File: src/rtl/restoring_divider_pkg.sv
// Shared types and defaults for the restoring divider.
// Holds the controller state encoding and the default operand width.
package restoring_divider_pkg;

  localparam int DEFAULT_WIDTH = 32;

  typedef enum logic [1:0] {
    IDLE = 2'd0,
    RUN  = 2'd1,
    FIX  = 2'd2,
    DONE = 2'd3
  } div_state_e;

endpackage

File: src/rtl/restoring_divider_full_subtractor.sv
// One-bit full subtractor: D = A - B - Bi, with borrow out Bo.
// Cells chain borrow-out to borrow-in to form the trial subtractor.
module full_subtractor (
  output logic D,
  output logic Bo,
  input  logic A,
  input  logic B,
  input  logic Bi
);

  assign D  = A ^ B ^ Bi;
  assign Bo = (~A & B) | (~(A ^ B) & Bi);

endmodule

File: src/rtl/restoring_divider.sv
// Multi-cycle restoring divider (DIV/DIVU) producing one quotient bit per cycle.
// Signed operations divide magnitudes, then fix up the signs in a final cycle.
module restoring_divider
  import restoring_divider_pkg::*;
#(
  parameter int WIDTH = DEFAULT_WIDTH
) (
  input  logic             clk,
  input  logic             rst_n,
  input  logic             start,
  input  logic             signed_op,
  input  logic [WIDTH-1:0] dividend,
  input  logic [WIDTH-1:0] divisor,
  output logic             busy,
  output logic             done,
  output logic [WIDTH-1:0] quotient,
  output logic [WIDTH-1:0] remainder,
  output logic             div_by_zero
);

  localparam int              CNT_W    = (WIDTH > 1) ? $clog2(WIDTH) : 1;
  localparam logic [CNT_W-1:0] CNT_LOAD = CNT_W'(WIDTH - 1);

  div_state_e       state_q, state_d;
  logic [WIDTH-1:0] rem_q, rem_d;
  logic [WIDTH-1:0] quo_q, quo_d;
  logic [WIDTH-1:0] dvs_q, dvs_d;
  logic [CNT_W-1:0] cnt_q, cnt_d;
  logic             neg_quo_q, neg_quo_d;
  logic             neg_rem_q, neg_rem_d;
  logic             busy_q, busy_d;
  logic             done_q, done_d;
  logic [WIDTH-1:0] quotient_q, quotient_d;
  logic [WIDTH-1:0] remainder_q, remainder_d;
  logic             dbz_q, dbz_d;

  logic             dividend_neg, divisor_neg;
  logic [WIDTH-1:0] dividend_mag, divisor_mag;

  assign dividend_neg = signed_op & dividend[WIDTH-1];
  assign divisor_neg  = signed_op & divisor[WIDTH-1];
  assign dividend_mag = dividend_neg ? -dividend : dividend;
  assign divisor_mag  = divisor_neg  ? -divisor  : divisor;

  // Trial subtraction: ({rem,quo} << 1) upper part minus divisor magnitude.
  logic [WIDTH:0]   shifted;
  logic [WIDTH:0]   subtrahend;
  logic [WIDTH:0]   trial;
  logic [WIDTH+1:0] borrow;
  logic             trial_nonneg;
  logic             trial_msb_unused;

  assign shifted    = {rem_q, quo_q[WIDTH-1]};
  assign subtrahend = {1'b0, dvs_q};
  assign borrow[0]  = 1'b0;

  genvar gi;
  generate
    for (gi = 0; gi <= WIDTH; gi++) begin : g_sub
      full_subtractor u_fs (
        .D  (trial[gi]),
        .Bo (borrow[gi+1]),
        .A  (shifted[gi]),
        .B  (subtrahend[gi]),
        .Bi (borrow[gi])
      );
    end
  endgenerate

  // Both operands are non-negative, so the final borrow alone gives the sign.
  assign trial_nonneg     = ~borrow[WIDTH+1];
  assign trial_msb_unused = trial[WIDTH];

  always_comb begin
    state_d     = state_q;
    rem_d       = rem_q;
    quo_d       = quo_q;
    dvs_d       = dvs_q;
    cnt_d       = cnt_q;
    neg_quo_d   = neg_quo_q;
    neg_rem_d   = neg_rem_q;
    busy_d      = busy_q;
    done_d      = 1'b0;
    quotient_d  = quotient_q;
    remainder_d = remainder_q;
    dbz_d       = dbz_q;

    case (state_q)
      IDLE: begin
        if (start) begin
          busy_d = 1'b1;
          if (divisor == '0) begin
            state_d     = DONE;
            done_d      = 1'b1;
            quotient_d  = '1;
            remainder_d = dividend;
            dbz_d       = 1'b1;
          end else begin
            state_d   = RUN;
            rem_d     = '0;
            quo_d     = dividend_mag;
            dvs_d     = divisor_mag;
            neg_quo_d = dividend_neg ^ divisor_neg;
            neg_rem_d = dividend_neg;
            cnt_d     = CNT_LOAD;
            dbz_d     = 1'b0;
          end
        end
      end

      RUN: begin
        rem_d = trial_nonneg ? trial[WIDTH-1:0] : shifted[WIDTH-1:0];
        quo_d = {quo_q[WIDTH-2:0], trial_nonneg};
        cnt_d = cnt_q - 1'b1;
        if (cnt_q == '0) begin
          state_d = FIX;
        end
      end

      FIX: begin
        state_d     = DONE;
        done_d      = 1'b1;
        quotient_d  = neg_quo_q ? -quo_q : quo_q;
        remainder_d = neg_rem_q ? -rem_q : rem_q;
      end

      DONE: begin
        state_d = IDLE;
        busy_d  = 1'b0;
      end

      default: begin
        state_d = IDLE;
        busy_d  = 1'b0;
      end
    endcase
  end

  always_ff @(posedge clk or negedge rst_n) begin
    if (!rst_n) begin
      state_q     <= IDLE;
      rem_q       <= '0;
      quo_q       <= '0;
      dvs_q       <= '0;
      cnt_q       <= '0;
      neg_quo_q   <= 1'b0;
      neg_rem_q   <= 1'b0;
      busy_q      <= 1'b0;
      done_q      <= 1'b0;
      quotient_q  <= '0;
      remainder_q <= '0;
      dbz_q       <= 1'b0;
    end else begin
      state_q     <= state_d;
      rem_q       <= rem_d;
      quo_q       <= quo_d;
      dvs_q       <= dvs_d;
      cnt_q       <= cnt_d;
      neg_quo_q   <= neg_quo_d;
      neg_rem_q   <= neg_rem_d;
      busy_q      <= busy_d;
      done_q      <= done_d;
      quotient_q  <= quotient_d;
      remainder_q <= remainder_d;
      dbz_q       <= dbz_d;
    end
  end

  assign busy        = busy_q;
  assign done        = done_q;
  assign quotient    = quotient_q;
  assign remainder   = remainder_q;
  assign div_by_zero = dbz_q;

endmodule
File: config.mk
export PLATFORM = sky130hd
export DESIGN_NAME = restoring_divider
export DESIGN_NICKNAME = d
export VERILOG_FILES = /design/src/rtl/restoring_divider_pkg.sv /design/src/rtl/restoring_divider_full_subtractor.sv /design/src/rtl/restoring_divider.sv
export SDC_FILE = /design/constraint.sdc
export NUM_CORES = 1
export LEC_CHECK = 0
export BUFFER_PORTS_ARGS = -buffer_cell sky130_fd_sc_hd__buf_4
export CAP_MARGIN = 20
export CELL_PAD_IN_SITES_DETAIL_PLACEMENT = 0
export CELL_PAD_IN_SITES_GLOBAL_PLACEMENT = 1
export CORE_MARGIN = 2
export CORE_UTILIZATION = 41
export CTS_CLUSTER_DIAMETER = 30
export DETAILED_ROUTE_END_ITERATION = 12
export HOLD_SLACK_MARGIN = 0.05
export PLACE_DENSITY = 0.86
export SETUP_SLACK_MARGIN = 0.02
export SLEW_MARGIN = 20
export SYNTH_ARGS = -nofsm -noshare
export SYNTH_HDL_FRONTEND = slang
export SYNTH_HIERARCHICAL = 1
export SYNTH_SLANG_ARGS = --single-unit
File: constraint.sdc
create_clock -name clk -period 14.5 [get_ports clk]
set_input_delay 2.175 -clock clk [delete_from_list [all_inputs] [get_ports clk]]
set_output_delay 2.175 -clock clk [all_outputs]
set_load 0.05 [all_outputs]
## Word level (Yosys, flattened, before mapping)

Cells that the tools add are included.

- $add $sub $neg: 5
- Multipliers: 0
- Div/mod/pow operators: 0
- $lt $le $gt $ge: 0
- Equality and inequality tests: 7
- Shifts and indexed selects: 0
- Multiplexer cells: 29
- Bitwise operators: 227
- Reduce and logical (&&, ||, !) cells: 12

Operator list:

| kind | count |
|---|---|
| $mux W32 | 13 |
| $pmux W32 S2 | 4 |
| $neg A32 Y32 | 4 |
| $and A1 B1 Y1 | 66 |
| $not A1 Y1 | 66 |
| $xor A1 B1 Y1 | 64 |
| $logic_not A32 Y1 | 1 |
| $or A1 B1 Y1 | 31 |
| $mux W5 | 2 |
| $pmux W5 S2 | 1 |
| $reduce_and A3 Y1 | 3 |
| $ne A2 B2 Y1 const B | 4 |
| $pmux W2 S4 | 1 |
| $mux W2 | 3 |
| $reduce_and A2 Y1 | 3 |
| $reduce_bool A2 Y1 | 3 |
| $logic_not A5 Y1 | 1 |
| $sub A5 B1 Y5 const B | 1 |
| $eq A2 B2 Y1 const B | 2 |
| $pmux W1 S2 | 2 |
| $mux W1 | 3 |
| $eq A2 B1 Y1 const B | 1 |
| $logic_not A2 Y1 | 1 |

- Register bits after elaboration: 172
- Latch bits: 0
- Memory bits (writable): 0
- Memory bits (read-only): 0
- Input bits: 68
- Memories: 0

## Depth between registers and ports, before layout

Gate-level depths: netlist of the first run.

- Depth after elaboration: 67
- Mapped depth: 104

## Hierarchy

Netlist of the first run, hierarchy kept.

By module, submodules not included:

| module | times used | cells an instance | area an instance (um2) | seq. area each (um2) |
|---|---|---|---|---|
| restoring_divider | 1 | 1161 | 10272.4 | 4304.1 |
| full_subtractor | 33 | 4 | 31.3 | 0.0 |

## Least setup slack after synthesis of the first run

OpenSTA, ideal clock, no wires.

- Kind: register -> register
- Start: register quo_q[31]
- End: register rem_q[2]
- Arrival: 15.685 ns
- Data required time: 14.360 ns
- Slack: -1.324 ns
- Stages on the path, launching flop included: 103
- Buffers on the path: 2
- Path through: dfrtp_1 fa_1 inv_1 inv_1 fa_1 inv_1 inv_1 fa_1 inv_1 inv_1 fa_1 inv_1 inv_1 fa_1 inv_1 inv_1 fa_1 inv_1 [... 67 more ...] fa_1 inv_1 inv_1 fa_1 inv_1 inv_1 fa_1 inv_1 inv_1 fa_1 inv_1 inv_1 fa_1 inv_1 clkbuf_1 clkbuf_1 mux2i_1 o31ai_1

- Longest elaborated chain between the ends: 67
- Elaborated cells between the ends (all ways): 68
- Classes of those cells: 2 x mux; 66 x bitwise

RTL lines:

| what | RTL line | source |
|---|---|---|
| start, declared | restoring_divider.sv:26 | `logic [WIDTH-1:0] quo_q, quo_d;` |
| start signal, assigned | restoring_divider.sv:156 | `quo_q <= quo_d;` |
| $not A1 Y1 | restoring_divider_full_subtractor.sv:12 | `assign Bo = (~A & B) \| (~(A ^ B) & Bi);` |
| $and A1 B1 Y1 | restoring_divider_full_subtractor.sv:12 |  |
| via borrow[1] | restoring_divider.sv:49 | `logic [WIDTH+1:0] borrow;` |
| $and A1 B1 Y1 | restoring_divider_full_subtractor.sv:12 |  |
| $or A1 B1 Y1 | restoring_divider_full_subtractor.sv:12 |  |
| via borrow[2] | restoring_divider.sv:49 |  |
| $and A1 B1 Y1 | restoring_divider_full_subtractor.sv:12 |  |
| $or A1 B1 Y1 | restoring_divider_full_subtractor.sv:12 |  |
| via borrow[3] | restoring_divider.sv:49 |  |
| [... 2 more ...] | -- |  |
| via borrow[4] | restoring_divider.sv:49 |  |
| [... 2 more ...] | -- |  |
| via borrow[5] | restoring_divider.sv:49 |  |
| [... 2 more ...] | -- |  |
| via borrow[6] | restoring_divider.sv:49 |  |
| [... 2 more ...] | -- |  |
| via borrow[7] | restoring_divider.sv:49 |  |
| [... 2 more ...] | -- |  |
| via borrow[8] | restoring_divider.sv:49 |  |
| [... 2 more ...] | -- |  |
| via borrow[9] | restoring_divider.sv:49 |  |
| [... 2 more ...] | -- |  |
| via borrow[10] | restoring_divider.sv:49 |  |
| [... 2 more ...] | -- |  |
| via borrow[11] | restoring_divider.sv:49 |  |
| [... 2 more ...] | -- |  |
| via borrow[12] | restoring_divider.sv:49 |  |
| [... 2 more ...] | -- |  |
| via borrow[13] | restoring_divider.sv:49 |  |
| [... 2 more ...] | -- |  |
| via borrow[14] | restoring_divider.sv:49 |  |
| [... 2 more ...] | -- |  |
| via borrow[15] | restoring_divider.sv:49 |  |
| [... 2 more ...] | -- |  |
| via borrow[16] | restoring_divider.sv:49 |  |
| [... 2 more ...] | -- |  |
| via borrow[17] | restoring_divider.sv:49 |  |
| [... 2 more ...] | -- |  |
| via borrow[18] | restoring_divider.sv:49 |  |
| [... 2 more ...] | -- |  |
| via borrow[19] | restoring_divider.sv:49 |  |
| [... 2 more ...] | -- |  |
| via borrow[20] | restoring_divider.sv:49 |  |
| [... 2 more ...] | -- |  |
| via borrow[21] | restoring_divider.sv:49 |  |
| [... 2 more ...] | -- |  |
| via borrow[22] | restoring_divider.sv:49 |  |
| [... 2 more ...] | -- |  |
| via borrow[23] | restoring_divider.sv:49 |  |
| [... 2 more ...] | -- |  |
| via borrow[24] | restoring_divider.sv:49 |  |
| [... 2 more ...] | -- |  |
| via borrow[25] | restoring_divider.sv:49 |  |
| [... 2 more ...] | -- |  |
| via borrow[26] | restoring_divider.sv:49 |  |
| [... 2 more ...] | -- |  |
| via borrow[27] | restoring_divider.sv:49 |  |
| [... 2 more ...] | -- |  |
| via borrow[28] | restoring_divider.sv:49 |  |
| [... 2 more ...] | -- |  |
| via borrow[29] | restoring_divider.sv:49 |  |
| [... 2 more ...] | -- |  |
| via borrow[30] | restoring_divider.sv:49 |  |
| [... 2 more ...] | -- |  |
| via borrow[31] | restoring_divider.sv:49 |  |
| $and A1 B1 Y1 | restoring_divider_full_subtractor.sv:12 |  |
| $or A1 B1 Y1 | restoring_divider_full_subtractor.sv:12 |  |
| via borrow[32] | restoring_divider.sv:49 |  |
| $and A1 B1 Y1 | restoring_divider_full_subtractor.sv:12 |  |
| via borrow[33] | restoring_divider.sv:49 |  |
| $mux W32 | restoring_divider.sv:112 | `rem_d = trial_nonneg ? trial[WIDTH-1:0] : shifted[WIDTH-1:0];` |
| $pmux W32 S2 | restoring_divider.sv:88 | `case (state_q)` |
| end signal, assigned | restoring_divider.sv:155 | `rem_q <= rem_d;` |
| end, declared | restoring_divider.sv:25 | `logic [WIDTH-1:0] rem_q, rem_d;` |

The timed path passes the listed nets, and every way through them passes these cells.
A chain may end at the register's enable or synchronous reset.

## Final worst setup path of the first run

- Start: register dvs_q[0]
- End: register rem_q[0]

- Longest elaborated chain between the ends: 66
- Elaborated cells between the ends (all ways): 67
- Classes of those cells: 2 x mux; 65 x bitwise

RTL lines:

| what | RTL line | source |
|---|---|---|
| start, declared | restoring_divider.sv:27 | `logic [WIDTH-1:0] dvs_q, dvs_d;` |
| start signal, assigned | restoring_divider.sv:157 | `dvs_q <= dvs_d;` |
| $and A1 B1 Y1 | restoring_divider_full_subtractor.sv:12 |  |
| via borrow[1] | restoring_divider.sv:49 |  |
| $and A1 B1 Y1 | restoring_divider_full_subtractor.sv:12 |  |
| $or A1 B1 Y1 | restoring_divider_full_subtractor.sv:12 |  |
| via borrow[2] | restoring_divider.sv:49 |  |
| $and A1 B1 Y1 | restoring_divider_full_subtractor.sv:12 |  |
| $or A1 B1 Y1 | restoring_divider_full_subtractor.sv:12 |  |
| via borrow[3] | restoring_divider.sv:49 |  |
| [... 2 more ...] | -- |  |
| via borrow[4] | restoring_divider.sv:49 |  |
| [... 2 more ...] | -- |  |
| via borrow[5] | restoring_divider.sv:49 |  |
| [... 2 more ...] | -- |  |
| via borrow[6] | restoring_divider.sv:49 |  |
| [... 2 more ...] | -- |  |
| via borrow[7] | restoring_divider.sv:49 |  |
| [... 2 more ...] | -- |  |
| via borrow[8] | restoring_divider.sv:49 |  |
| [... 2 more ...] | -- |  |
| via borrow[9] | restoring_divider.sv:49 |  |
| [... 2 more ...] | -- |  |
| via borrow[10] | restoring_divider.sv:49 |  |
| [... 2 more ...] | -- |  |
| via borrow[11] | restoring_divider.sv:49 |  |
| [... 2 more ...] | -- |  |
| via borrow[12] | restoring_divider.sv:49 |  |
| [... 2 more ...] | -- |  |
| via borrow[13] | restoring_divider.sv:49 |  |
| [... 2 more ...] | -- |  |
| via borrow[14] | restoring_divider.sv:49 |  |
| [... 2 more ...] | -- |  |
| via borrow[15] | restoring_divider.sv:49 |  |
| [... 2 more ...] | -- |  |
| via borrow[16] | restoring_divider.sv:49 |  |
| [... 2 more ...] | -- |  |
| via borrow[17] | restoring_divider.sv:49 |  |
| [... 2 more ...] | -- |  |
| via borrow[18] | restoring_divider.sv:49 |  |
| [... 2 more ...] | -- |  |
| via borrow[19] | restoring_divider.sv:49 |  |
| [... 2 more ...] | -- |  |
| via borrow[20] | restoring_divider.sv:49 |  |
| [... 2 more ...] | -- |  |
| via borrow[21] | restoring_divider.sv:49 |  |
| [... 2 more ...] | -- |  |
| via borrow[22] | restoring_divider.sv:49 |  |
| [... 2 more ...] | -- |  |
| via borrow[23] | restoring_divider.sv:49 |  |
| [... 2 more ...] | -- |  |
| via borrow[24] | restoring_divider.sv:49 |  |
| [... 2 more ...] | -- |  |
| via borrow[25] | restoring_divider.sv:49 |  |
| [... 2 more ...] | -- |  |
| via borrow[26] | restoring_divider.sv:49 |  |
| [... 2 more ...] | -- |  |
| via borrow[27] | restoring_divider.sv:49 |  |
| [... 2 more ...] | -- |  |
| via borrow[28] | restoring_divider.sv:49 |  |
| [... 2 more ...] | -- |  |
| via borrow[29] | restoring_divider.sv:49 |  |
| [... 2 more ...] | -- |  |
| via borrow[30] | restoring_divider.sv:49 |  |
| [... 2 more ...] | -- |  |
| via borrow[31] | restoring_divider.sv:49 |  |
| $and A1 B1 Y1 | restoring_divider_full_subtractor.sv:12 |  |
| $or A1 B1 Y1 | restoring_divider_full_subtractor.sv:12 |  |
| via borrow[32] | restoring_divider.sv:49 |  |
| $and A1 B1 Y1 | restoring_divider_full_subtractor.sv:12 |  |
| via borrow[33] | restoring_divider.sv:49 |  |
| $mux W32 | restoring_divider.sv:112 |  |
| $pmux W32 S2 | restoring_divider.sv:88 |  |

The timed path passes the listed nets, and every way through them passes these cells.

==> Implementation_results.wiki, run 1 <==
{| class="wikitable"
! Metric !! Value
|-
| WP data arrival || ~15 ns
|-
| Delay of the slowest critical-path stage || 0.36 ns
|-
| Count of pins over their slew limit || 0
|-
| Achievable clock frequency || a little under 70 MHz
|-
| Clock tree from TritonCTS || done
|-
| Class of the tightest hold or removal check || reg2reg
|-
| Area enclosed by the die boundary || slightly below 30000 µm²
|-
| Setup-violating endpoint count in the final report || 33
|-
| Count of endpoints failing hold in the final timing report || 0
|-
| Number of rows created at floorplan || 60
|-
| Remaining number of nets flagged by the antenna check after routing || 0
|-
| Via density per instance || about 5.4
|-
| Placer Congestion || roughly 0.86
|-
| Unrepaired setup endpoints after global routing || yes
|-
| Crit Path Max Fanout || 4
|-
| Actual transition at the worst max-transition pin || just under 1 ns
|-
| Clock net sink count || 172
|-
| Initial antenna violation count || 0
|-
| #FFs+latches synth || 172
|-
| Sum of routed wire length over all layers || 29500 µm
|-
| Number of port buffers || ~130
|-
| Hold buffer count at cts || 0
|-
| Final net count || roughly 1500
|-
| Endpoint of the most critical register-to-register path || rem_q[0]$_DFFE_PN0P_
|-
| Cell chosen for the clock root || sky130_fd_sc_hd__clkbuf_16
|-
| Tightest slew margin relative to the limit || 0.338
|-
| Initial DRT Pass Iterations || 6
|-
| Most used cell along the critical path || sky130_fd_sc_hd__inv_2
|-
| DRC violation count after routing || 0
|-
| Violations in the final reports || negative setup slack
|-
| Clock Latency Late Sink || between 0.4 and 0.5 ns
|-
| Run status || finished with violations
|-
| Floorplan die width || between 150 and 200 µm
|-
| Register-to-register setup slack || -0.34 ns
|-
| Clock transition time at the flip-flop clock pins of the worst setup and hold paths || 0.06 ns
|-
| Post-synthesis area per instance || ~9 µm²
|-
| Final worst setup slack || -0.337 ns
|-
| Fillers || around 2600
|-
| Drt wl/cell || 17.0 µm
|-
| Vias in the first global route || 8765
|-
| Post-DP HPWL || about 22000 µm
|-
| Max-cap viol count || 0
|-
| Async SR Flop Fraction || 1.00
|-
| Initial DRC Count || around 640
|-
| Worst hold path cell count || 2
|-
| Type of origin of the critical path || register
|-
| Static leakage || 0.00603 µW
|-
| Layout cell share with drive strength beyond 1 || 0.221
|-
| Deepest level of the CTS H-tree || 4
|-
| Count of boundary I/O pins || 135
|-
| Post-synthesis to final-layout area growth || 18.2%
|-
| Number of synthesis warnings || 6
|-
| Setup skew after layout || about 0.0085 ns
|-
| Cell variety after synth || 58
|-
| Die Height || 170 µm
|-
| Post-synth EDFFs || 0
|-
| Starting density of the core || 0.418
|-
| Cells after Synth || about 1300
|-
| Largest voltage drop on the vdd net || 0.106 mV
|-
| Critical Path End Type || register
|-
| Critical path type || reg2reg
|-
| Core region area || between 20000 and 30000 µm²
|-
| Cts bufs inserted || 17
|-
| Period minus WS final || roughly 15 ns
|-
| Maximum number of pins on one net before global-route repair || between 90 and 100
|-
| Global-route wire length before repair || between 40000 and 50000 µm
|-
| Remaining global-route overflow || 0
|-
| Launch point of the worst hold path || dvs_q[26]$_DFFE_PN0P_
|-
| Proportion of synthesized chip area in sequential cells || 0.381
|-
| Crit share post-route || 1.02
|-
| Primary FF master, synth || sky130_fd_sc_hd__dfrtp_1
|-
| Count of placed standard cells in the final layout, fillers left out || roughly 1700
|-
| Cell area after synthesis || about 11000 µm²
|-
| Worst Path Required || approximately 15 ns
|-
| Antenna diodes || 0
|-
| Clock Path Buffers || 2
|-
| Sink of the worst hold path || dvs_q[26]$_DFFE_PN0P_
|-
| Cell Pwr Density || 195 nW/µm²
|-
| R2R cell count || slightly above 100
|-
| Vias after detailed routing || about 9300
|-
| Total power after layout || 2600 µW
|-
| Cell with the largest stage delay on the worst path || sky130_fd_sc_hd__dfrtp_1
|-
| Total placed cells including tap cells || 1701
|-
| Total Routing Usage GR || 0.207
|-
| Startpoint of the worst register-to-register path || dvs_q[0]$_DFFE_PN0P_
|}
## logic make-up (layout without fill, tap and decap cells)
| family | Yosys count | after routing | synth area share |
|---|---|---|---|
| AOI/OAI and AO/OA | 319 | 319 | 0.176 |
| and+or+nand+nor | 379 | 379 | 0.156 |
| DFF | 172 | 172 | 0.381 |
| muxes | 67 | 67 | 0.0598 |
| other | 1 | 2 | 0.000332 |
| adders and majority gates | 42 | 42 | 0.0684 |
| xor gates and xnor gates | 114 | 114 | 0.0883 |
| buffers and inverters | 199 | 299 | 0.0705 |
## timing repair
action / 4_1_cts / 5_1_grt
gates cloned: 3 / 0
gates resized for setup: 36 / 44
pin swaps: 5 / 9
setup buffers: 4 / 0
setup endpoints to repair: 33 / 33
## synth_stat cells (7+ instances only)
cell type | count | area, µm²
sky130_fd_sc_hd__clkbuf_1 | 57 | 214
sky130_fd_sc_hd__o21ai_1 | 10 | 50.1
sky130_fd_sc_hd__nand2_1 | 155 | 582
sky130_fd_sc_hd__nand2b_1 | 7 | 43.8
sky130_fd_sc_hd__nor2_1 | 92 | 345
sky130_fd_sc_hd__a31oi_1 | 30 | 188
sky130_fd_sc_hd__o21ai_0 | 109 | 546
sky130_fd_sc_hd__nor4_1 | 14 | 87.6
sky130_fd_sc_hd__fa_1 | 33 | 661
sky130_fd_sc_hd__buf_2 | 7 | 35.0
sky130_fd_sc_hd__or4_1 | 17 | 128
sky130_fd_sc_hd__inv_1 | 118 | 443
sky130_fd_sc_hd__xor2_1 | 64 | 561
sky130_fd_sc_hd__nor3_1 | 29 | 145
sky130_fd_sc_hd__ha_1 | 9 | 113
sky130_fd_sc_hd__buf_1 | 8 | 30.0
sky130_fd_sc_hd__xnor2_1 | 50 | 438
sky130_fd_sc_hd__o31ai_1 | 57 | 428
sky130_fd_sc_hd__nand3_1 | 16 | 80.1
sky130_fd_sc_hd__or3_1 | 11 | 68.8
sky130_fd_sc_hd__mux2i_1 | 63 | 631
sky130_fd_sc_hd__a21oi_1 | 63 | 315
sky130_fd_sc_hd__dfrtp_1 | 172 | 4300
sky130_fd_sc_hd__o41ai_1 | 21 | 184
## placed cells by master, fill, tap and decap left out, drive strengths merged, types with 14 or more instances in the layout
cell    count
xnor2      50
nor4       14
xor2       64
o31ai      58
clkbuf     21
fa         33
buf       152
mux2i      63
nor2       93
o21ai     126
or4        19
nand2     155
o41ai      21
inv       118
nor3       29
a31oi      30
nand3      16
a21oi      64
dfrtp     172
## worst max-delay path by stage
| stage | startpoint | endpoint | slack (ns) | cells after the start |
|---|---|---|---|---|
| after floorplan | quo_q[31]$_DFFE_PN0P_ | rem_q[0]$_DFFE_PN0P_ | 0.05 | 102 |
| after global placement | dvs_q[0]$_DFFE_PN0P_ | rem_q[15]$_DFFE_PN0P_ | -0.30 | 102 |
| after detailed placement | dvs_q[0]$_DFFE_PN0P_ | rem_q[27]$_DFFE_PN0P_ | -0.53 | 102 |
| after CTS | dvs_q[0]$_DFFE_PN0P_ | rem_q[10]$_DFFE_PN0P_ | -0.30 | 103 |
| after global routing | dvs_q[0]$_DFFE_PN0P_ | rem_q[19]$_DFFE_PN0P_ | -0.95 | 103 |
| final | dvs_q[0]$_DFFE_PN0P_ | rem_q[0]$_DFFE_PN0P_ | -0.34 | 103 |
## critical path: cells and delay by family (launching register included)
family	cells	cell delay (ns)
fa+ha+maj	33	10.75
buf+inv	67	3.13
flops	1	0.36
mux	1	0.29
simple gates	1	0.08
compound gates	1	0.08
## layout make-up
class                      count  area (µm²)  share of cell area
clock buffer                  21         460              0.0344
inverter                     119         449              0.0336
timing repair buffer         152        1250              0.0939
sequential                   172        4300               0.322
multi-input combinational    923        6350               0.475
tap                          341         427              0.0319
clock inverter                 7         118             0.00880
## per-stage QoR
stage | setup slack, ns | hold slack (ns) | util | cell area [µm²] | TNS (ns)
after floorplan | 0.0480 | 0.449 | - | 11500 | 0
final | -0.337 | 0.480 | 0.495 | 13400 | -8.95
after CTS | -0.299 | 0.485 | 0.493 | 13300 | -8.01
after global routing | -0.952 | 0.496 | 0.495 | 13400 | -29.95
after detailed placement | -0.528 | 0.471 | 0.466 | 12600 | -16.32
after global placement | -0.297 | 0.462 | 0.466 | 12600 | -9.27
## layer usage
layer  track usage  share of wire  vias up  wire (µm)
li1              -              -     4620          -
met1         0.284           0.46     4412      13600
met2         0.345           0.48      231      14100
met3        0.0293          0.043       33       1260
met4        0.0535          0.017        0        495
met5             0              0        -          0
## sequential cells by signal, summed over array words and instances (netlist names)
signal and count:
neg_rem_q 1, remainder 32, dvs_q 32, cnt_q 5, div_by_zero 1, neg_quo_q 1
state_q 2, done 1, quotient 32, busy 1, quo_q 32, rem_q 32
## power by group
part           total (µW)  switching, µW  internal, µW
logic                1320            882           435
registers             825            164           660
clock network         463            187           276
total                2600           1230          1370
Note: power is estimated with default switching activity, not from simulation.
==> run 2, diff against run 1 <==
Settings changed: CELL_PAD_IN_SITES_DETAIL_PLACEMENT 0 to unset, CELL_PAD_IN_SITES_GLOBAL_PLACEMENT 1 to unset, CORE_UTILIZATION 41 to 52, GPL_ROUTABILITY_DRIVEN set to 0, PLACE_DENSITY 0.86 to 0.83, SKIP_CTS_REPAIR_TIMING set to 1.
==> run 2 against run 1 <==
  * The run still ends with negative setup slack left
  * Power grew 2.0%
  * Worst hold slack lost 0.0026 ns
  * Sequential power is essentially flat
  * Cell count shrank 3.6%
  * Global-route usage grew 5.7 points
  * Critical endpoint is now rem_q[24]$_DFFE_PN0P_
  * Highest routed layer unchanged
==> Implementation_results.wiki, run 2 (synthesis results as in run 1) <==
{| class="wikitable"
! Metric !! Value
|-
| Total Routing Usage GR || 0.264 (was 0.207)
|-
| Worst Path Required || 14.80 ns (was 14.78 ns)
|-
| Global-route wire length before repair || 47200 µm (about the same)
|-
| Standard cell area after detailed placement || 12500 µm² (was 12600 µm²)
|-
| Multi-input gate area in the final layout || 6360 µm² (was 6350 µm²)
|-
| Total placed cells including tap cells || 1636 (was 1701)
|-
| NetSw || 1280 µW (was 1230 µW)
|-
| Class of the tightest hold or removal check || reg2reg (unchanged)
|-
| Via density per instance || 5.92 (was 5.36)
|-
| Deepest level of the CTS H-tree || 4 (unchanged)
|-
| Sum of routed wire length over all layers || 29900 µm (was 29500 µm)
|-
| Maximum number of pins on one net before global-route repair || 93 (was 99)
|-
| Fillers || 1705 (was 2565)
|-
| Commonest non-fill, non-tap cell in the layout || sky130_fd_sc_hd__dfrtp_1 (unchanged)
|-
| Post-synthesis to final-layout area growth || 17.7% (was 18.2%)
|-
| Count of endpoints failing hold in the final timing report || 0 (unchanged)
|-
| Drt wl/cell || 17.9 µm (was 17.0 µm)
|-
| Delay of the slowest critical-path stage || 0.38 ns (was 0.36 ns)
|-
| Remaining global-route overflow || 0 (unchanged)
|-
| Sequential Area || 4300 µm² (unchanged)
|-
| Clock net sink count || 172 (unchanged)
|-
| Crit Path Max Fanout || 8 (was 4)
|-
| Floorplan die width || 151 µm (was 170 µm)
|-
| Cts bufs inserted || 17 (unchanged)
|-
| Critical path type || reg2reg (unchanged)
|-
| Count of placed standard cells in the final layout, fillers left out || 1673 (was 1735)
|-
| Setup-violating endpoint count in the final report || 33 (unchanged)
|-
| Count of pins over their slew limit || 0 (unchanged)
|-
| Largest voltage drop on the vdd net || 0.0801 mV (was 0.106 mV)
|-
| Layout cell share with drive strength beyond 1 || 0.227 (was 0.221)
|-
| Post-DP HPWL || 21300 µm (was 21500 µm)
|-
| Setup skew after layout || 0.0139 ns (was 0.00846 ns)
|-
| Violations in the final reports || negative setup slack (unchanged)
|-
| Post-layout instance area || 13300 µm² (was 13400 µm²)
|-
| Tightest slew margin relative to the limit || 0.348 (was 0.338)
|-
| Most used cell along the critical path || sky130_fd_sc_hd__inv_2 (unchanged)
|-
| Period minus WS final || 15.27 ns (was 14.84 ns)
|-
| Highest-count cells in the layout ignoring fill and taps || 172 x sky130_fd_sc_hd__dfrtp_1, 154 x sky130_fd_sc_hd__nand2_1, 143 x sky130_fd_sc_hd__buf_4 (was 172 x sky130_fd_sc_hd__dfrtp_1, 153 x sky130_fd_sc_hd__nand2_1, 144 x sky130_fd_sc_hd__buf_4)
|-
| Remaining number of nets flagged by the antenna check after routing || 0 (unchanged)
|-
| Antenna diodes || 0 (unchanged)
|-
| Vias after detailed routing || 9905 (was 9296)
|-
| Count of boundary I/O pins || 135 (unchanged)
|-
| Vias in the first global route || 9418 (was 8765)
|-
| Proportion of power drawn by the clock network || 0.177 (was 0.178)
|-
| Sequential share of power || 0.311 (was 0.317)
|-
| Part of the power in combinational logic || 0.512 (was 0.506)
|-
| Die Height || 151 µm (was 170 µm)
|-
| Cell Pwr Density || 200 nW/µm² (was 195 nW/µm²)
|-
| Cell with the largest stage delay on the worst path || sky130_fd_sc_hd__fa_2 (was sky130_fd_sc_hd__dfrtp_1)
|-
| Initial antenna violation count || 0 (unchanged)
|-
| Actual transition at the worst max-transition pin || 0.969 ns (was 0.987 ns)
|-
| Cell chosen for the clock root || sky130_fd_sc_hd__clkbuf_16 (unchanged)
|-
| Clock Latency Late Sink || 0.44 ns (was 0.43 ns)
|-
| Type of origin of the critical path || register (unchanged)
|-
| Crit share post-route || 1.05 (was 1.02)
|-
| Clock transition time at the flip-flop clock pins of the worst setup and hold paths || 0.07 ns (was 0.06 ns)
|-
| Number of port buffers || 134 (unchanged)
|-
| Achievable clock frequency || 65.5 MHz (was 67.4 MHz)
|-
| Final net count || 1495 (unchanged)
|-
| Starting density of the core || 0.534 (was 0.418)
|-
| Unrepaired setup endpoints after global routing || yes (unchanged)
|-
| Area enclosed by the die boundary || 22900 µm² (was 28900 µm²)
|-
| Clock tree from TritonCTS || done (unchanged)
|-
| WP data arrival || 15.57 ns (was 15.11 ns)
|-
| DRC violation count after routing || 0 (unchanged)
|-
| Pint || 1380 µW (was 1370 µW)
|-
| Core region area || 21200 µm² (was 27000 µm²)
|-
| Static leakage || 0.00602 µW (was 0.00603 µW)
|-
| Max-cap viol count || 0 (unchanged)
|-
| Net switching fraction of the power || 0.480 (was 0.473)
|-
| Final worst setup slack || -0.772 ns (was -0.337 ns)
|-
| Number of rows created at floorplan || 53 (was 60)
|-
| Initial DRT Pass Iterations || 5 (was 6)
|-
| Critical Path End Type || register (unchanged)
|-
| Initial DRC Count || 665 (was 636)
|-
| Run status || finished with violations (unchanged)
|-
| Clock Path Buffers || 2 (unchanged)
|}
## run 2: cell count changes in the layout (fill, tap and decap cells not counted), sizes merged
cell / change
clkinv: +5
buf: -2
bufinv: -1
clkinvlp: -1
clkbuf: +2
inv: +1
## run 2: path summary, 6_finish.rpt
path / start / slack (ns) / depth (start not counted) / endpoint
max: dvs_q[0]$_DFFE_PN0P_ / -0.77 / 103 / rem_q[24]$_DFFE_PN0P_
min: remainder[19]$_DFFE_PN0P_ / 0.48 / 1 / remainder[19]$_DFFE_PN0P_
max reg2reg: dvs_q[0]$_DFFE_PN0P_ / -0.77 / 103 / rem_q[24]$_DFFE_PN0P_
min reg2reg: remainder[19]$_DFFE_PN0P_ / 0.48 / 1 / remainder[19]$_DFFE_PN0P_
max in group asynchronous: rst_n / 11.51 / 2 / dvs_q[30]$_DFFE_PN0P_
min in group asynchronous: rst_n / 1.79 / 1 / quotient[16]$_DFFE_PN0P_
## run 2: metal layers
| metal | global-route usage | vias up | share of wire |
|---|---|---|---|
| met5 | 0 | - | 0 |
| met4 | 0.142 | 0 | 0.049 |
| met3 | 0.0370 | 100 | 0.067 |
| met2 | 0.440 | 434 | 0.48 |
| met1 | 0.332 | 4738 | 0.40 |
| li1 | - | 4633 | - |
## run 2: layout make-up
| cell class | instances | share of cell area |
|---|---|---|
| inverters | 119 | 0.0340 |
| multi-input cells | 923 | 0.478 |
| clock buffers | 21 | 0.0354 |
| clock inverters | 11 | 0.00997 |
| well taps | 275 | 0.0259 |
| repair buffers | 152 | 0.0929 |
| flip-flops and latches | 172 | 0.324 |
## run 2: power by group through the flow
stage / sequential [µW] / clock (µW) / combinational (µW)
3_3_place_gp: 822 / 0 / 1260
2_1_floorplan: 1050 / 0 / 722
3_5_place_dp: 831 / 0 / 1320
6_report: 827 / 471 / 1360
4_1_cts: 823 / 475 / 1330
5_1_grt: 850 / 494 / 1480
## run 2: worst max-delay path, delay by kind of cell, from the launching register on
kind	cells	cell delay, ns
adder cells (fa/ha/maj)	33	11.00
multiplexers	1	0.21
buffers and inverters	68	3.48
AO/OA/AOI/OAI	1	0.10
flip-flops	1	0.37
## run 2: stage by stage
stage | util | setup slack (ns) | power [µW] | hold WS [ns] | TNS (ns)
after floorplan | - | 0.0480 | 1770 | 0.449 | 0
after global placement | 0.592 | -0.304 | 2080 | 0.463 | -9.32
after detailed placement | 0.593 | -0.787 | 2150 | 0.470 | -24.45
after CTS | 0.622 | -0.997 | 2630 | 0.485 | -30.44
after global routing | 0.629 | -1.36 | 2820 | 0.505 | -40.85
final | 0.629 | -0.772 | 2660 | 0.477 | -22.38
==> run 3, diff against run 2 <==
Settings changed: SYNTH_HIERARCHICAL 1 to unset.
==> run 3 against run 2 <==
  * The run now ends clean
  * Highest routed layer unchanged
  * Flip-flop and latch count is the same
  * Count of clock-buffer cells in the layout is 4 lower
  * Clock skew decreased by 0.0025 ns
  * Critical path depth fell by 62
  * Largest power group unchanged
  * Clock power decreased by 4.5%
  * Design area is 3.0% lower
  * Cell count is 2.2% lower
==> Implementation_results.wiki, run 3 <==
{| class="wikitable"
! Metric !! Value
|-
| Number of port buffers || 134 (unchanged)
|-
| Sum of routed wire length over all layers || 28800 µm (was 29900 µm)
|-
| Final net count || 1458 (was 1495)
|-
| Antenna diodes || 0 (unchanged)
|-
| Leading cell types by count after synthesis || 200 x sky130_fd_sc_hd__nand2_1, 172 x sky130_fd_sc_hd__dfrtp_1, 130 x sky130_fd_sc_hd__o21ai_0 (was 172 x sky130_fd_sc_hd__dfrtp_1, 155 x sky130_fd_sc_hd__nand2_1, 118 x sky130_fd_sc_hd__inv_1)
|-
| Number of synthesis warnings || 0 (was 6)
|-
| Cell variety after synth || 59 (was 58)
|-
| Area enclosed by the die boundary || 22800 µm² (was 22900 µm²)
|-
| Post-synthesis area per instance || 8.91 µm² (was 8.74 µm²)
|-
| Count of boundary I/O pins || 135 (unchanged)
|-
| Remaining global-route overflow || 0 (unchanged)
|-
| Floorplan die width || 151 µm (about the same)
|-
| Commonest non-fill, non-tap cell in the layout || sky130_fd_sc_hd__nand2_1 (was sky130_fd_sc_hd__dfrtp_1)
|-
| Die Height || 151 µm (about the same)
|-
| Setup TNS || 0 ns (was -22.38 ns)
|-
| Initial DRC Count || 818 (was 665)
|-
| Proportion of synthesized chip area in sequential cells || 0.383 (was 0.381)
|-
| Initial antenna violation count || 0 (unchanged)
|-
| Deepest level of the CTS H-tree || 4 (unchanged)
|-
| Clock transition time at the flip-flop clock pins of the worst setup and hold paths || 0.07 ns (about the same)
|-
| Clock Latency Late Sink || 0.44 ns (about the same)
|-
| Largest voltage drop on the vdd net || 0.203 mV (was 0.0801 mV)
|-
| Drt wl/cell || 17.6 µm (was 17.9 µm)
|-
| Final worst setup slack || 0.551 ns (was -0.772 ns)
|-
| DRC violation count after routing || 0 (unchanged)
|-
| WL met3 || 2520 µm (was 2000 µm)
|-
| Cts bufs inserted || 17 (unchanged)
|-
| Maximum number of pins on one net before global-route repair || 126 (was 93)
|-
| Cell with the most instances after synthesis || sky130_fd_sc_hd__nand2_1 (was sky130_fd_sc_hd__dfrtp_1)
|-
| Remaining number of nets flagged by the antenna check after routing || 0 (unchanged)
|-
| Cell Pwr Density || 257 nW/µm² (was 200 nW/µm²)
|-
| Cell area after synthesis || 11200 µm² (was 11300 µm²)
|-
| Setup skew after layout || 0.0114 ns (was 0.0139 ns)
|-
| Vias after detailed routing || 9677 (was 9905)
|-
| Standard cell area after detailed placement || 12300 µm² (was 12500 µm²)
|-
| Clock tree from TritonCTS || done (unchanged)
|-
| Initial DRT Pass Iterations || 6 (was 5)
|-
| Actual transition at the worst max-transition pin || 1.05 ns (was 0.969 ns)
|-
| Clock net sink count || 172 (unchanged)
|-
| Count of pins over their slew limit || 0 (unchanged)
|-
| Achievable clock frequency || 71.7 MHz (was 65.5 MHz)
|-
| Syn_nets || about 1400
|-
| Met2 WL || 13200 µm (was 14500 µm)
|-
| Highest-count cells in the layout ignoring fill and taps || 200 x sky130_fd_sc_hd__nand2_1, 172 x sky130_fd_sc_hd__dfrtp_1, 139 x sky130_fd_sc_hd__buf_4 (was 172 x sky130_fd_sc_hd__dfrtp_1, 154 x sky130_fd_sc_hd__nand2_1, 143 x sky130_fd_sc_hd__buf_4)
|-
| Post-synth EDFFs || 0 (unchanged)
|-
| Placement-stage worst setup slack || 0.553 ns (was -0.787 ns)
|-
| Primary FF master, synth || sky130_fd_sc_hd__dfrtp_1 (unchanged)
|-
| Total placed cells including tap cells || 1603 (was 1636)
|-
| Final cell utilization of the core || 0.612 (was 0.629)
|-
| Post-DP HPWL || 21200 µm (was 21300 µm)
|-
| Critical path type || reg2reg (unchanged)
|-
| Post-synthesis to final-layout area growth || 14.7% (was 17.7%)
|-
| Async SR Flop Fraction || 1.00 (unchanged)
|-
| Core region area || 21100 µm² (was 21200 µm²)
|-
| Cell chosen for the clock root || sky130_fd_sc_hd__clkbuf_16 (unchanged)
|-
| Count of placed standard cells in the final layout, fillers left out || 1636 (was 1673)
|-
| Number of rows created at floorplan || 53 (unchanged)
|-
| Type of origin of the critical path || register (unchanged)
|-
| Crit Path Max Fanout || 35 (was 8)
|-
| WP data arrival || 14.25 ns (was 15.57 ns)
|-
| Cell with the largest stage delay on the worst path || sky130_fd_sc_hd__fa_1 (was sky130_fd_sc_hd__fa_2)
|-
| Class of the tightest hold or removal check || reg2reg (unchanged)
|-
| Fraction of post-synthesis cell area in the top cell type by area || 0.383 (was 0.381)
|-
| Crit share post-route || 0.962 (was 1.05)
|-
| Most used cell along the critical path || sky130_fd_sc_hd__fa_1 (was sky130_fd_sc_hd__inv_2)
|-
| Worst Path Required || 14.80 ns (about the same)
|-
| Clock Path Buffers || 2 (unchanged)
|-
| Via density per instance || 5.92 (about the same)
|-
| Starting density of the core || 0.533 (was 0.534)
|-
| Static leakage || 0.00557 µW (was 0.00602 µW)
|-
| Layout cell share with drive strength beyond 1 || 0.174 (was 0.227)
|-
| Setup-violating endpoint count in the final report || 0 (was 33)
|-
| Unrepaired setup endpoints after global routing || no (was yes)
|-
| Dominant cells by area after synthesis || sky130_fd_sc_hd__dfrtp_1 38%, sky130_fd_sc_hd__nand2_1 6.7%, sky130_fd_sc_hd__o21ai_0 5.8%, sky130_fd_sc_hd__fa_1 5.5%, sky130_fd_sc_hd__xor2_1 5.1% (was sky130_fd_sc_hd__dfrtp_1 38%, sky130_fd_sc_hd__fa_1 5.8%, sky130_fd_sc_hd__mux2i_1 5.6%, sky130_fd_sc_hd__nand2_1 5.1%, sky130_fd_sc_hd__xor2_1 5.0%)
|-
| Critical Path End Type || register (unchanged)
|-
| #FFs+latches synth || 172 (unchanged)
|-
| Top routing layer in use || met4 (unchanged)
|-
| Cells after Synth || 1262 (was 1293)
|-
| Count of endpoints failing hold in the final timing report || 0 (unchanged)
|-
| Yosys top cell by area || sky130_fd_sc_hd__dfrtp_1 (unchanged)
|-
| Total Routing Usage GR || 0.260 (was 0.264)
|-
| Tightest slew margin relative to the limit || 0.299 (was 0.348)
|-
| Global-route wire length before repair || 46400 µm (was 47200 µm)
|-
| Detailed-route wire length on metal 1 || 12300 µm (was 11900 µm)
|-
| Vias in the first global route || 9019 (was 9418)
|-
| Max-cap viol count || 0 (unchanged)
|-
| Run status || finished clean (was finished with violations)
|-
| Period minus WS final || 13.95 ns (was 15.27 ns)
|-
| Post-layout instance area || 12900 µm² (was 13300 µm²)
|-
| Delay of the slowest critical-path stage || 0.41 ns (was 0.38 ns)
|}
## run 3: critical path, delay by kind of cell (launching register included)
family	cells	cell delay, ns
AO/OA/AOI/OAI	1	0.09
adder cells (fa/ha/maj)	32	12.11
buffers and inverters	5	0.58
flip-flops	1	0.38
multiplexers	1	0.39
AND/OR/NAND/NOR	2	0.22
## run 3: cell type report
cell class | count | area (µm²)
flip-flops and latches | 172 | 4300
multi-input cells | 952 | 6340
clock buffers | 17 | 425
inverters | 62 | 233
repair buffers | 143 | 1100
fillers | 1742 | 8190
clock inverters | 15 | 158
well taps | 275 | 344
## run 3: kinds of logic after synthesis
| family | count (synthesis) | share of synthesized area |
|---|---|---|
| AOI/OAI and AO/OA | 319 | 0.180 |
| xor gates and xnor gates | 113 | 0.0880 |
| adders and majority gates | 42 | 0.0675 |
| buffers and inverters | 138 | 0.0557 |
| DFF | 172 | 0.383 |
| muxes | 59 | 0.0562 |
| and+or+nand+nor | 419 | 0.170 |
## run 3: where the power goes
part	internal (µW)	leakage, µW	switching (µW)	total (µW)
combinational	721	0.00324	1230	1950
sequential	686	0.00204	231	917
clock	230	0.000283	221	450
total	1640	0.00557	1680	3320
## run 3: layer usage
layer / vias up / global-route usage
met1: 4651 / 0.368
met3: 59 / 0.0464
met2: 421 / 0.405
met4: 0 / 0.0897
li1: 4546 / -
met5: - / 0
## run 3: per-stage QoR
stage          hold slack, ns  power (µW)
2_1_floorplan           0.450        2350
3_3_place_gp            0.462        2760
3_5_place_dp            0.472        2830
4_1_cts                 0.488        3300
5_1_grt                 0.506        3570
6_report                0.480        3320
## run 3: final timing paths
| path | cells past startpoint | slack [ns] | start | to |
|---|---|---|---|---|
| max in group asynchronous | 2 | 11.47 | rst_n | dvs_q[21]$_DFFE_PN0P_ |
| min | 2 | 0.48 | remainder[16]$_DFFE_PN0P_ | remainder[16]$_DFFE_PN0P_ |
| min in group asynchronous | 1 | 1.81 | rst_n | remainder[17]$_DFFE_PN0P_ |
| max reg2reg | 41 | 0.55 | quo_q[31]$_DFFE_PN0P_ | rem_q[15]$_DFFE_PN0P_ |
| max | 41 | 0.55 | quo_q[31]$_DFFE_PN0P_ | rem_q[15]$_DFFE_PN0P_ |
| min reg2reg | 2 | 0.48 | remainder[16]$_DFFE_PN0P_ | remainder[16]$_DFFE_PN0P_ |
